## src/rtl/ifetch_unit.sv

```systemverilog
// ifetch_unit: instruction-fetch initiator.
// Owns the PC and issues word-aligned fetches to instruction memory, with at most one
// request outstanding. Returned words are buffered with their PC in a small FIFO and
// handed to decode over a valid/ready interface. A redirect flushes the buffer, loads
// a new PC and discards any response still in flight.
//
// Ports:
//   clk, rst_n                       clock, asynchronous active-low reset
//   imem_req_valid/ready/addr        fetch request channel (addr bits [1:0] always 0)
//   imem_rsp_valid/data              fetch response channel (no backpressure)
//   redirect_valid/redirect_pc       single-cycle redirect of the fetch stream
//   if_valid/if_ready/if_instr/if_pc decode-side handshake, driven from the FIFO head
//   fetch_cnt, stall_cnt             performance counters, present only when the
//                                    IFETCH_PERF_EN macro is defined
module ifetch_unit #(
  parameter logic [31:0] RESET_PC   = 32'h0000_0000,
  parameter int unsigned FIFO_DEPTH = 2
) (
  input  logic        clk,
  input  logic        rst_n,
  output logic        imem_req_valid,
  input  logic        imem_req_ready,
  output logic [31:0] imem_req_addr,
  input  logic        imem_rsp_valid,
  input  logic [31:0] imem_rsp_data,
  input  logic        redirect_valid,
  input  logic [31:0] redirect_pc,
  output logic        if_valid,
  input  logic        if_ready,
  output logic [31:0] if_instr,
  output logic [31:0] if_pc
`ifdef IFETCH_PERF_EN
  ,
  output logic [31:0] fetch_cnt,
  output logic [31:0] stall_cnt
`endif
);

  localparam int unsigned    PtrW     = (FIFO_DEPTH > 1) ? $clog2(FIFO_DEPTH) : 1;
  localparam int unsigned    CntW     = PtrW + 1;
  localparam logic [CntW-1:0] DepthCnt = CntW'(FIFO_DEPTH);
  localparam logic [31:0]    Nop      = 32'h0000_0013;

  typedef enum logic [0:0] {SReq, SWait} state_e;

  state_e          state_q, state_d;
  logic [31:0]     pc_q, pc_d;
  logic            drop_q, drop_d;
  logic            req_valid_q, req_valid_d;
  logic [PtrW-1:0] wr_ptr_q, wr_ptr_d;
  logic [PtrW-1:0] rd_ptr_q, rd_ptr_d;
  logic [CntW-1:0] count_q, count_d;
  logic [31:0]     last_pc_q, last_pc_d;
  logic [31:0]     fifo_pc_q    [FIFO_DEPTH];
  logic [31:0]     fifo_instr_q [FIFO_DEPTH];

  logic req_fire, push, pop;

  // Redirect takes priority: it suppresses both the push and the pop of its cycle.
  assign req_fire = req_valid_q & imem_req_ready;
  assign pop      = if_valid & if_ready & ~redirect_valid;
  assign push     = (state_q == SWait) & imem_rsp_valid & ~drop_q & ~redirect_valid;

  always_comb begin
    state_d   = state_q;
    pc_d      = pc_q;
    drop_d    = drop_q;
    wr_ptr_d  = wr_ptr_q;
    rd_ptr_d  = rd_ptr_q;
    count_d   = count_q;
    last_pc_d = last_pc_q;

    if (pop) begin
      rd_ptr_d  = rd_ptr_q + PtrW'(1);
      last_pc_d = fifo_pc_q[rd_ptr_q];
    end
    if (push) begin
      wr_ptr_d = wr_ptr_q + PtrW'(1);
      pc_d     = pc_q + 32'd4;
    end
    if (push && !pop) begin
      count_d = count_q + CntW'(1);
    end else if (!push && pop) begin
      count_d = count_q - CntW'(1);
    end

    case (state_q)
      SReq: begin
        if (req_fire) state_d = SWait;
      end
      SWait: begin
        // Any response ends the wait; a dropped one also clears the drop flag.
        if (imem_rsp_valid) begin
          state_d = SReq;
          drop_d  = 1'b0;
        end
      end
      default: state_d = SReq;
    endcase

    if (redirect_valid) begin
      pc_d     = redirect_pc & ~32'h3;
      wr_ptr_d = '0;
      rd_ptr_d = '0;
      count_d  = '0;
      // A request that is (or becomes) outstanding belongs to the old stream.
      if ((state_q == SWait && !imem_rsp_valid) || (state_q == SReq && req_fire)) begin
        drop_d = 1'b1;
      end
    end

    req_valid_d = (state_d == SReq) && (count_d < DepthCnt);
  end

  always_ff @(posedge clk or negedge rst_n) begin
    if (!rst_n) begin
      state_q     <= SReq;
      pc_q        <= RESET_PC;
      drop_q      <= 1'b0;
      req_valid_q <= 1'b0;
      wr_ptr_q    <= '0;
      rd_ptr_q    <= '0;
      count_q     <= '0;
      last_pc_q   <= RESET_PC;
    end else begin
      state_q     <= state_d;
      pc_q        <= pc_d;
      drop_q      <= drop_d;
      req_valid_q <= req_valid_d;
      wr_ptr_q    <= wr_ptr_d;
      rd_ptr_q    <= rd_ptr_d;
      count_q     <= count_d;
      last_pc_q   <= last_pc_d;
    end
  end

  // Storage needs no reset: entries are only visible while count_q covers them.
  always_ff @(posedge clk) begin
    if (push) begin
      fifo_pc_q[wr_ptr_q]    <= pc_q;
      fifo_instr_q[wr_ptr_q] <= imem_rsp_data;
    end
  end

  assign imem_req_valid = req_valid_q;
  assign imem_req_addr  = pc_q;
  assign if_valid       = (count_q != '0);
  assign if_instr       = if_valid ? fifo_instr_q[rd_ptr_q] : Nop;
  assign if_pc          = if_valid ? fifo_pc_q[rd_ptr_q] : last_pc_q;

`ifdef IFETCH_PERF_EN
  logic [31:0] fetch_cnt_q, stall_cnt_q;
  logic        stall;

  assign stall = ((state_q == SWait) && !imem_rsp_valid) || (req_valid_q && !imem_req_ready);

  always_ff @(posedge clk or negedge rst_n) begin
    if (!rst_n) begin
      fetch_cnt_q <= '0;
      stall_cnt_q <= '0;
    end else begin
      if (push)  fetch_cnt_q <= fetch_cnt_q + 32'd1;
      if (stall) stall_cnt_q <= stall_cnt_q + 32'd1;
    end
  end

  assign fetch_cnt = fetch_cnt_q;
  assign stall_cnt = stall_cnt_q;
`endif

endmodule

```

## config.mk

```make
export PLATFORM = sky130hd
export DESIGN_NAME = ifetch_unit
export DESIGN_NICKNAME = d
export VERILOG_FILES = /design/src/rtl/ifetch_unit.sv
export SDC_FILE = /design/constraint.sdc
export NUM_CORES = 1
export LEC_CHECK = 0
export BUFFER_PORTS_ARGS = -buffer_cell sky130_fd_sc_hd__buf_2
export CAP_MARGIN = 40
export CELL_PAD_IN_SITES_DETAIL_PLACEMENT = 1
export CELL_PAD_IN_SITES_GLOBAL_PLACEMENT = 2
export CORE_MARGIN = 3
export CORE_UTILIZATION = 40
export DETAILED_ROUTE_END_ITERATION = 16
export GPL_TIMING_DRIVEN = 0
export PLACE_DENSITY = 0.9
export SKIP_LAST_GASP = 1
export SYNTH_ARGS = -nofsm -noshare
export SYNTH_HDL_FRONTEND = slang
export SYNTH_SLANG_ARGS = --single-unit
```

## constraint.sdc

```tcl
create_clock -name clk -period 11.6 [get_ports clk]
set_clock_uncertainty 0.15 [all_clocks]
set_input_delay 0.58 -clock clk [delete_from_list [all_inputs] [get_ports clk]]
set_output_delay 0.58 -clock clk [all_outputs]
set_load 0.05 [all_outputs]
```

==> results of run 1 <==
kinds of logic after synthesis:
kind of cell    Yosys count
simple gates            157
compound gates           51
buf+inv                  41
fa+ha+maj                 3
flops                   191
other cells               1
xor+xnor                 15
mux                     124
Yosys cell counts, drive strengths merged (4+ instances only):
master / n
and3: 8
nand4: 13
inv: 4
nor4: 4
buf: 12
clkbuf: 24
dfrtp: 67
nand3: 18
nor2: 49
or4: 14
edfxtp: 124
a21oi: 4
nand2: 29
xnor2: 10
mux2: 90
a31oi: 12
xor2: 5
o31ai: 13
mux2i: 34
o21ai: 15
what timing repair did:
action / CTS / global route
hold buffers: 1 / 0
resized for setup: 0 / 0
endpoints found under the hold margin: 12 / 0
registers in the layout (all words and copies together), names as in the netlist:
register	flops
wr_ptr_q	1
imem_req_addr	30
state_q	1
last_pc_q	30
fifo_instr_q	64
drop_q	1
imem_req_valid	1
rd_ptr_q	1
fifo_pc_q	60
count_q	2
layout make-up:
class	instances	area, um^2	share of cell area
multi-input combinational	354	2710	0.266
sequential	191	5400	0.532
clock buffer	18	450	0.0444
tap	265	332	0.0327
buffer	36	156	0.0154
inverter	5	18.8	0.00185
clock inverter	14	146	0.0144
timing repair buffer	171	945	0.0930
path summary, 6_finish.rpt:
check,startpoint,slack (ns),cells past startpoint,endpoint
min in group asynchronous,rst_n,0.39,2,last_pc_q[11]$_DFFE_PN0P_
min reg2reg,last_pc_q[31]$_DFFE_PN0P_,0.36,1,last_pc_q[31]$_DFFE_PN0P_
max reg2reg,imem_req_addr[3]$_DFFE_PN0N_,9.00,6,imem_req_addr[26]$_DFFE_PN0N_
min,imem_rsp_data[30],0.19,1,fifo_instr_q[0][30]$_DFFE_PP_
max,rd_ptr_q$_DFFE_PN0P_,8.15,6,if_instr[1]
max in group asynchronous,rst_n,10.34,3,imem_req_addr[30]$_DFFE_PN0N_
critical path: stages (launching register included):
cell      delay [ns]
dfrtp_1         0.32
clkbuf_1        0.42
clkbuf_1        0.53
buf_2           0.43
mux2i_1         0.24
nand2_1         0.09
buf_2           0.25
metrics by stage:
stage	utilization	std cells	hold WS (ns)	instance area (um^2)
finish	0.512	1054	0.190	10200
global route	0.512	1054	0.162	10200
CTS	0.512	1054	0.169	10200
detailed placement	0.481	1021	0.309	9550
global placement	0.474	1012	0.335	9410
floorplan	-	586	0.134	8270
routing by layer:
layer,vias to the layer above,track usage
met5,-,0
met4,4,0.0810
met3,39,0.0388
met2,179,0.331
met1,2818,0.245
li1,2578,-
power groups by stage:
stage          Clock [mW]  Sequential (mW)  Combinational, mW
6_report            0.578            0.886               1.17
3_5_place_dp            0            0.900               1.18
4_1_cts             0.592            0.885               1.19
3_3_place_gp            0            0.893               1.15
2_1_floorplan           0            0.923              0.868
5_1_grt             0.622            0.899               1.24
==> summary.md, run 1 <==
| Metric | Value |
|---|---|
| Initial DRT Pass Iterations | 4 |
| # Post-CTS Setup Buffers | 0 |
| Max FO, Critical Path | 10 |
| Async SR Flop Fraction | 0.351 |
| Wire length on met2 | 10600 um |
| Simple-gate share of the synthesized area | 0.101 |
| Total GRT Usage | 0.195 |
| Register bit count reported by yosys | 191 |
| Synth area leaders | edfxtp_1 45%, dfrtp_1 20%, mux2_2 12% |
| Die area | 22400 um^2 |
| Clock root buffer master | clkbuf_16 |
| CP endpoint kind | output pin |
| Cell area power density | 260 nW/um^2 |
| Post-synth cell types | 47 |
| Clock Latency Late Sink | 0.43 ns |
| Antenna Cells | 0 |
| Placer congestion estimate | 0.823 |
| Grt total ovfl | 0 |
| DR iter-0 viols | 231 |
| HPWL after DPL | 15700 um |
| Clock Path Buffers | 2 |
| Clock power frac | 0.219 |
| Commonest non-fill, non-tap cell in the layout | buf_2 |
| Syn Std Cell Area | 8260 um^2 |
| CP startpoint kind | register |
| Post-synth EDFFs | 124 |
| Vias in the first global route | 6176 |
| Avg Cell Area, Syn | 14.2 um^2 |
| Int Power | 1.46 mW |
| WL met3 | 1230 um |
| # clock sinks | 191 |
| Die H | 150 um |
| Via density per instance | 5.33 |
| Critical Setup Path Class | register to output pin |
| Switching share of power | 0.444 |
| Share of cells above drive strength 1 | 0.389 |
| Highest metal used | met5 |
| Core ar. | 19800 um^2 |
| Fin. max-slew vios | 0 |
| Status | completed |
| Cell Rows | 51 |
| Max frequency | 0.290 GHz |
| Largest net degree at the start of global routing | 56 |
| Post-layout minimum cycle time | 3.45 ns |
| Combinational share of power | 0.445 |
| DP Worst Slack | 8.51 ns |
| Slew of the pin with the lowest slew margin | 0.760 ns |
| Initial antenna violation count | 2 |
| Post-Synth XOR/XNOR Area | 0.0159 |
| P&R area growth vs syn | 22.9% |
| Starting density of the core | 0.416 |
| PortBufs | 161 |
| Post-synthesis mux area share | 0.164 |
| Fin nets | 848 |
| Slew HR | 0.493 |
| Num CTS Buffers | 17 |
| DRC errors left | 0 |
| Setup TNS | 0 ns |
| Fin. Hold Viols | 0 |
| Psw | 1.17 mW |
| Synth area leader | edfxtp_1 |
| Lkg Pwr | 3.87 nW |
| Wirelength, routed | 21500 um |
| Sequential Power Share | 0.336 |
| Compound-Gate Fraction of Synth Area | 0.0394 |
| RSZ-0062 raised after global routing | no |
| Met1 Wirelength | 9160 um |
| Adder-cell share of the synthesized area | 0.00424 |
| Via count | 5618 |
| Sequential area share after synthesis | 0.654 |
| Main combinational cell family by area after synthesis | multiplexers |
| Per-cell routed wire length | 20.4 um |
| MaxCap Viol Count | 0 |
| # fillers | 2056 |
| Mapped Cells | 583 |
| Power, Total | 2.64 mW |
| Ys flop type | edfxtp_1 |
| Setup ws final | 8.15 ns |
| I/O Pins | 168 |
| Worst path required time | 10.87 ns |
| H-tree levels | 4 |
| CP arrival | 2.72 ns |
| Reg clk slew, reported paths | 0.07 ns |
| First-pass GRT wire length | 33900 um |
| Final ANT Viol Nets | 0 |
| Most frequent cells in the layout | 164 x buf_2, 124 x edfxtp_1, 90 x mux2_2, 67 x dfrtp_1, 49 x nor2_1 |
| YS warnings | 0 |
| Final Setup Violations | 0 |
| Hold Crit Class | input port to register |
| Synth top area share | 0.451 |
| CTS tree | yes |
| VDD IR max | 118 uV |
| Die width | 150 um |
| Final Cycle Share | 0.297 |
Power figures use the tool's default switching activity.
==> run 2: changes to the inputs <==
--- a/config.mk
+++ b/config.mk
@@ -5,15 +5,16 @@
 export SDC_FILE = /design/constraint.sdc
 export NUM_CORES = 1
 export LEC_CHECK = 0
+export ABC_AREA = 1
 export BUFFER_PORTS_ARGS = -buffer_cell sky130_fd_sc_hd__buf_2
 export CAP_MARGIN = 40
 export CELL_PAD_IN_SITES_DETAIL_PLACEMENT = 1
 export CELL_PAD_IN_SITES_GLOBAL_PLACEMENT = 2
 export CORE_MARGIN = 3
-export CORE_UTILIZATION = 40
+export CORE_UTILIZATION = 31
 export DETAILED_ROUTE_END_ITERATION = 16
 export GPL_TIMING_DRIVEN = 0
-export PLACE_DENSITY = 0.9
+export PLACE_DENSITY = 0.83
 export SKIP_LAST_GASP = 1
 export SYNTH_ARGS = -nofsm -noshare
 export SYNTH_HDL_FRONTEND = slang
==> constraint.sdc (replaced) <==
create_clock -name clk -period 3 [get_ports clk]
set_clock_uncertainty 0.15 [all_clocks]
set_input_delay 0.15 -clock clk [delete_from_list [all_inputs] [get_ports clk]]
set_output_delay 0.15 -clock clk [all_outputs]
set_load 0.05 [all_outputs]
==> run 2 against run 1 <==
Effect of this change:
- clock power grew to 3.9 times the previous value
- critical endpoint is now if_pc[10]
- utilization shrank 9.7 points
- via count grew 26%
- flip-flop and latch count is the same
- wire length grew 20%
- cell count grew 47%
- critical path type unchanged
- highest routed layer is now met4
- register-to-register slack lost 8.2 ns
- global-route usage shrank 2.2 points
- sequential power grew to 4.0 times the previous value
- critical path depth grew 2
==> summary.md, run 2 <==
| Metric | Value |
|---|---|
| Setup ws final | 0.235 ns (-7.92 ns) |
| Post-Layout Inst Area | 11200 um^2 (+11%) |
| Die area | 29800 um^2 (+33%) |
| CP startpoint kind | register |
| Commonest non-fill, non-tap cell in the layout | nand2_1 |
| Synth area leader | edfxtp_1 |
| Slew HR | 0.564 (+0.0706) |
| Fin nets | 1234 (+46%) |
| Num CTS Buffers | 17 (unchanged) |
| Share of cells above drive strength 1 | 0.209 (-0.181) |
| Register bit count reported by yosys | 191 (unchanged) |
| Die H | 173 um (+15%) |
| Antenna Cells | 0 (unchanged) |
| DP Worst Slack | 0.578 ns (-7.93 ns) |
| H-tree levels | 4 (unchanged) |
| Cell Rows | 60 (+18%) |
| CTS tree | yes |
| Fin. Hold Viols | 0 (unchanged) |
| Placed Cells | 1449 (+42%) |
| Top cells by count, synth | 294 x nand2_1, 124 x edfxtp_1, 114 x nor2_1, 100 x o21ai_0, 67 x dfrtp_1 |
| Avg Cell Area, Syn | 9.47 um^2 (-33%) |
| Reg clk slew, reported paths | 0.08 ns (about the same) |
| RSZ-0062 raised after global routing | no |
| Largest net degree at the start of global routing | 42 (-25%) |
| # fillers | 3129 (+52%) |
| Worst path required time | 2.70 ns (-8.17 ns) |
| Post-layout minimum cycle time | 2.76 ns |
| Hold Crit Class | input port to register |
| HPWL after DPL | 18600 um (+18%) |
| Max frequency | 0.362 GHz |
| First-pass GRT wire length | 40800 um (+20%) |
| Starting density of the core | 0.317 (-0.0990) |
| Sequential area share after synthesis | 0.628 (-0.0256) |
| Mapped Cells | 908 (+56%) |
| Total GRT Usage | 0.173 (-0.0218) |
| Grt total ovfl | 0 (unchanged) |
| DRC errors left | 0 (unchanged) |
| Worst hold slack | 0.0185 ns (-0.172 ns) |
| Clock root buffer master | clkbuf_16 |
| Via density per instance | 4.58 (-14%) |
| Final Cycle Share | 0.922 |
| Number of flip-flops in the largest register | 64 (unchanged) |
| Clock Latency Late Sink | 0.43 ns (about the same) |
| Post-synth cell types | 32 (-32%) |
| Initial DRT Pass Iterations | 4 (unchanged) |
| DR iter-0 viols | 348 (+51%) |
| Ys flop type | edfxtp_1 |
| Post-synth EDFFs | 124 (unchanged) |
| CP arrival | 2.46 ns (-0.26 ns) |
| Final non-filler cell total | 1547 (+47%) |
| Clock Path Buffers | 2 (unchanged) |
| Reg with most FFs | fifo_instr_q |
| Setup TNS | 0 ns (unchanged) |
| Initial antenna violation count | 0 (-2) |
| Synth area leaders | edfxtp_1 43%, dfrtp_1 20%, nand2_1 13% |
| Syn Std Cell Area | 8600 um^2 (+4.1%) |
| Final ANT Viol Nets | 0 (unchanged) |
| I/O Pins | 168 (unchanged) |
| Wirelength, routed | 25900 um (+20%) |
| VDD IR max | 409 uV (+250%) |
| Die width | 173 um (+15%) |
| Cell area power density | 870 nW/um^2 (+230%) |
| Final Setup Violations | 0 (unchanged) |
| Fin. max-slew vios | 0 (unchanged) |
| Async SR Flop Fraction | 0.351 (unchanged) |
| # clock sinks | 191 (unchanged) |
| Cell Chain, Critical Path | inv_1 -> ha_1 -> inv_1 -> buf_2 -> clkbuf_1 -> nand2_1 -> o21ai_0 -> buf_2 |
| Status | completed |
| Most frequent cells in the layout | 294 x nand2_1, 173 x buf_2, 124 x edfxtp_1, 112 x nor2_1, 100 x o21ai_0 |
| CP max stage cell | clkbuf_1 |
| CP endpoint kind | output pin |
| CP max stage delay | 0.44 ns (-0.09 ns) |
| Area after DPL | 10000 um^2 (+4.8%) |
| YS warnings | 0 (unchanged) |
| Slew of the pin with the lowest slew margin | 0.654 ns (-0.106 ns) |
| Lkg Pwr | 4.88 nW (+26%) |
| Critical Setup Path Class | register to output pin |
| Per-cell routed wire length | 16.7 um (-18%) |
| Largest regs | fifo_instr_q x64, fifo_pc_q x60 |
| Max FO, Critical Path | 10 (unchanged) |
| MaxCap Viol Count | 0 (unchanged) |
| Vias in the first global route | 7427 (+20%) |
| P&R area growth vs syn | 30.6% |
| Synth top area share | 0.433 (-0.0177) |
| Via count | 7088 (+26%) |
| PortBufs | 161 (unchanged) |
| Core ar. | 27100 um^2 (+37%) |
| Placer congestion estimate | 0.794 (-3.5%) |
| Sequential cell area | 5400 um^2 (unchanged) |
| Most common cell in the netlist | nand2_1 |
| Footprint of the multi-input gates | 2780 um^2 (+2.7%) |
run 2: cell count changes after synthesis, moves of 13 or more:
cell	previous run	this run
o21ai_0	15	100
or4_1	14	0
nor2_1	49	114
nand2_1	29	294
mux2_2	90	0
nand3_1	18	36
o31ai_1	13	0
inv_1	4	65
mux2i_1	34	0
run 2: through the flow:
stage	total power, mW	util
4_1_cts	9.87	0.414
3_5_place_dp	7.55	0.369
6_report	9.76	0.414
2_1_floorplan	6.35	-
5_1_grt	10.3	0.414
3_3_place_gp	7.46	0.365
run 2: critical path, delay by kind of cell, from the launching register on:
kind,cells,cell delay (ns)
flip-flops,1,0.36
adder cells (fa/ha/maj),1,0.23
buffers and inverters,5,1.19
AO/OA/AOI/OAI,1,0.15
AND/OR/NAND/NOR,1,0.10
run 2: repair_timing:
item                                    4_1_cts  5_1_grt
endpoints found under the setup margin        0       10
hold buffers                                 66        0
setup buffers                                 0        0
hold endpoints to repair                    164        0
gates resized for setup                       0        4
run 2: layout make-up:
type / instances / share of cell area
sequential: 191 / 0.481
inverter: 70 / 0.0234
multi-input combinational: 610 / 0.247
buffer: 40 / 0.0165
clock buffer: 18 / 0.0382
timing repair buffer: 232 / 0.140
clock inverter: 14 / 0.0117
tap: 372 / 0.0415
run 2: worst paths after layout:
path                       depth (start not counted)                   start  slack (ns)                       endpoint
max in group asynchronous                          3                   rst_n        2.08      last_pc_q[12]$_DFFE_PN0P_
min in group asynchronous                          2                   rst_n        0.04  imem_req_addr[18]$_DFFE_PN0N_
hold reg to reg                                    1  count_q[0]$_DFFE_PN0P_        0.32         count_q[0]$_DFFE_PN0P_
hold / removal                                     6          redirect_valid        0.02  imem_req_addr[22]$_DFFE_PN0N_
setup / recovery                                   8  count_q[0]$_DFFE_PN0P_        0.24                      if_pc[10]
setup reg to reg                                   6       state_q$_DFF_PN0_        0.82  fifo_instr_q[0][20]$_DFFE_PP_
run 2: per-layer routing:
metal,GRT usage,routed length [um],vias up,part of all wire
met5,0,0,-,0
met4,0.0301,176,0,0.0068
met3,0.0340,1150,7,0.044
met2,0.297,12600,173,0.49
met1,0.232,11900,3460,0.46
li1,-,-,3448,-
run 2: report_power, final:
group | switching (mW) | total [mW] | internal (mW)
combinational | 3.08 | 3.95 | 0.870
sequential | 0.314 | 3.58 | 3.27
clock | 1.06 | 2.23 | 1.17
run 2: cell families (layout without fill, tap and decap cells):
kind of cell             after synthesis  after routing  share of synthesized area
AO/OA/AOI/OAI                        121            121                     0.0745
flip-flops                           191            191                      0.628
AND/OR/NAND/NOR                      471            471                      0.230
buffers and inverters                110            374                     0.0517
adder cells (fa/ha/maj)                2              2                    0.00291
other                                  1              4                   0.000436
XOR/XNOR                              12             12                     0.0122
==> run 3: changes to the inputs <==
--- a/config.mk
+++ b/config.mk
@@ -10,7 +10,7 @@
 export CAP_MARGIN = 40
 export CELL_PAD_IN_SITES_DETAIL_PLACEMENT = 1
 export CELL_PAD_IN_SITES_GLOBAL_PLACEMENT = 2
-export CORE_MARGIN = 3
+export CORE_MARGIN = 5
 export CORE_UTILIZATION = 31
 export DETAILED_ROUTE_END_ITERATION = 16
 export GPL_TIMING_DRIVEN = 0
==> run 3 against run 2 <==
Effect of this change:
- fmax grew 1.9%
- clock power grew 4%
- die area grew 4.7%
- setup slack gained 0.052 ns
- sequential share of layout area shrank 0.30 points
- register-to-register slack lost 0.17 ns
- cell count grew 0.39%
- largest power group unchanged
- highest routed layer unchanged
==> summary.md, run 3 (synthesized netlist as in run 2, its figures left out) <==
| Metric | Value |
|---|---|
| Status | completed |
| CP startpoint kind | register |
| Core ar. | 27600 um^2 (+1.7%) |
| CP max stage delay | 0.37 ns (-0.07 ns) |
| Initial antenna violation count | 0 (unchanged) |
| Initial DRT Pass Iterations | 4 (unchanged) |
| VDD IR max | 433 uV (+5.8%) |
| HPWL after DPL | 18900 um (+2.0%) |
| CP endpoint kind | output pin |
| Fin. max-slew vios | 0 (unchanged) |
| Via count | 6982 (-1.5%) |
| # clock sinks | 191 (unchanged) |
| DR iter-0 viols | 257 (-26%) |
| DRC errors left | 0 (unchanged) |
| Final ANT Viol Nets | 0 (unchanged) |
| Total GRT Usage | 0.168 (-0.00501) |
| MaxCap Viol Count | 0 (unchanged) |
| H-tree levels | 4 (unchanged) |
| Hold Crit Class | input port to register |
| Per-cell routed wire length | 16.8 um (+0.21%) |
| Worst hold slack | 0.0304 ns (+0.0119 ns) |
| RR Endpoint | fifo_instr_q[0][3]$_DFFE_PP_ |
| # fillers | 3204 (+2.4%) |
| Die H | 177 um (+2.3%) |
| Reg2reg path depth | 6 (unchanged) |
| Antenna Cells | 0 (unchanged) |
| R2r setup slk | 0.65 ns (-0.17 ns) |
| Fin nets | 1234 (unchanged) |
| Final Setup Violations | 0 (unchanged) |
| Share of cells above drive strength 1 | 0.211 (+0.00255) |
| Power, Total | 9.87 mW (+1.1%) |
| Clock root buffer master | clkbuf_16 |
| Largest regs | fifo_instr_q x64, fifo_pc_q x60 |
| Wirelength, routed | 26000 um (+0.60%) |
| CP max stage cell | dfrtp_1 |
| Max frequency | 0.369 GHz (+1.9%) |
| Max FO, Critical Path | 10 (unchanged) |
| Clock Latency Late Sink | 0.43 ns (about the same) |
| Largest net degree at the start of global routing | 42 (unchanged) |
| Cell Chain, Critical Path | inv_1 -> ha_1 -> inv_1 -> buf_2 -> clkbuf_1 -> o21ai_0 -> nor2_1 -> buf_2 |
| Slew HR | 0.461 (-0.103) |
| Via density per instance | 4.50 (-1.9%) |
| Number of flip-flops in the largest register | 64 (unchanged) |
| Reg with most FFs | fifo_instr_q |
| Cell Rows | 61 (+1.7%) |
| Post-layout minimum cycle time | 2.71 ns (-0.0525 ns) |
| CP Buf/Inv Count | 5 (unchanged) |
| Worst path required time | 2.70 ns (about the same) |
| Grt total ovfl | 0 (unchanged) |
| Worst Hold Path EP | imem_req_addr[24]$_DFFE_PN0N_ |
| Cell area power density | 874 nW/um^2 (+0.47%) |
| I/O Pins | 168 (unchanged) |
| Starting density of the core | 0.312 (-0.00520) |
| CTS tree | yes |
| Final Cycle Share | 0.904 (-0.0175) |
| Lkg Pwr | 4.90 nW (+0.43%) |
| Worst r2r src | state_q$_DFF_PN0_ |
| Fin. Hold Viols | 0 (unchanged) |
| First-pass GRT wire length | 40800 um (-0.19%) |
| P&R area growth vs syn | 31.4% |
| Num CTS Buffers | 17 (unchanged) |
| Commonest non-fill, non-tap cell in the layout | nand2_1 |
| Most frequent cells in the layout | 294 x nand2_1, 173 x buf_2, 124 x edfxtp_1, 112 x nor2_1, 100 x o21ai_0 |
| Number of cells on the critical path | 8 (unchanged) |
| Placer congestion estimate | 0.827 (+4.1%) |
| Cell family with most CP delay | buffers and inverters |
| PortBufs | 161 (unchanged) |
| Reg clk slew, reported paths | 0.07 ns (about the same) |
| Vias in the first global route | 7362 (-0.88%) |
| Critical Setup Path Class | register to output pin |
| WHS Path Cells | 6 (unchanged) |
| Die width | 177 um (+2.3%) |
| Slew of the pin with the lowest slew margin | 0.807 ns (+0.153 ns) |
| Clock Path Buffers | 2 (unchanged) |
| Die area | 31200 um^2 (+4.7%) |
| Worst Hold Launch | redirect_valid |
| RSZ-0062 raised after global routing | no |
| CP arrival | 2.41 ns (-0.05 ns) |
run 3: cell count changes in the layout (fill, tap and decap cells not counted), moves of 2 or more:
| cell | previous run | this run |
|---|---|---|
| clkinvlp_4 | 0 | 3 |
| clkbuf_8 | 0 | 3 |
| clkbuf_16 | 17 | 19 |
| inv_8 | 3 | 0 |
| clkinv_2 | 4 | 1 |
| clkbuf_1 | 20 | 18 |
| clkbuf_2 | 3 | 5 |
run 3: final cells by class:
class / instances / area (um^2) / area share
plain buffers: 40 / 188 / 0.0166
clock buffers: 23 / 520 / 0.0461
clock inverters: 9 / 92.6 / 0.00819
inverters: 70 / 263 / 0.0233
multi-input cells: 610 / 2780 / 0.246
flip-flops and latches: 191 / 5400 / 0.478
well taps: 378 / 473 / 0.0419
repair buffers: 232 / 1580 / 0.140
run 3: per-stage QoR:
stage | instances | area (um^2) | setup WS [ns] | TNS (ns) | util
after floorplan | 911 | 8610 | 0.134 | 0 | -
after global placement | 1450 | 9890 | -0.978 | -119.94 | 0.359
after detailed placement | 1455 | 10000 | 0.540 | 0 | 0.364
after global routing | 1553 | 11300 | 0.0639 | 0 | 0.410
final | 1553 | 11300 | 0.287 | 0 | 0.410
after CTS | 1553 | 11300 | 0.0481 | 0 | 0.410
run 3: worst max-delay path by stage:
stage                           startpoint                             to  slack [ns]
floorplan                state_q$_DFF_PN0_   fifo_instr_q[0][0]$_DFFE_PP_        0.13
global placement         state_q$_DFF_PN0_  fifo_instr_q[0][17]$_DFFE_PP_       -0.98
detailed placement  count_q[0]$_DFFE_PN0P_                      if_pc[26]        0.54
CTS                 count_q[0]$_DFFE_PN0P_                      if_pc[26]        0.05
global route        count_q[0]$_DFFE_PN0P_                   if_instr[19]        0.06
finish              count_q[0]$_DFFE_PN0P_                   if_instr[15]        0.29
run 3: layer usage:
metal | routed length, um | global-route usage
met5 | 0 | 0
met2 | 13000 | 0.292
met1 | 11500 | 0.219
met3 | 1230 | 0.0251
met4 | 370 | 0.0500
run 3: power by group:
group / internal, mW / total (mW) / leakage (nW) / switching (mW)
clock: 1.32 / 2.33 / 0.293 / 1.01
sequential: 3.27 / 3.58 / 1.93 / 0.308
combinational: 0.875 / 3.96 / 2.68 / 3.09
run 3: worst reg2reg max path, stage by stage (launching register included):
cell and delay [ns]:
dfrtp_1 0.35, nand2_1 0.10, nor2_4 0.17, nand2_4 0.16, nor2_4 0.65, buf_16 0.23
buf_12 0.20
run 3: repair_timing:
item,4_1_cts,5_1_grt
setup buffers,0,0
endpoints found under the hold margin,164,0
resized for setup,0,8
setup endpoints to repair,0,20
hold buffers,66,0
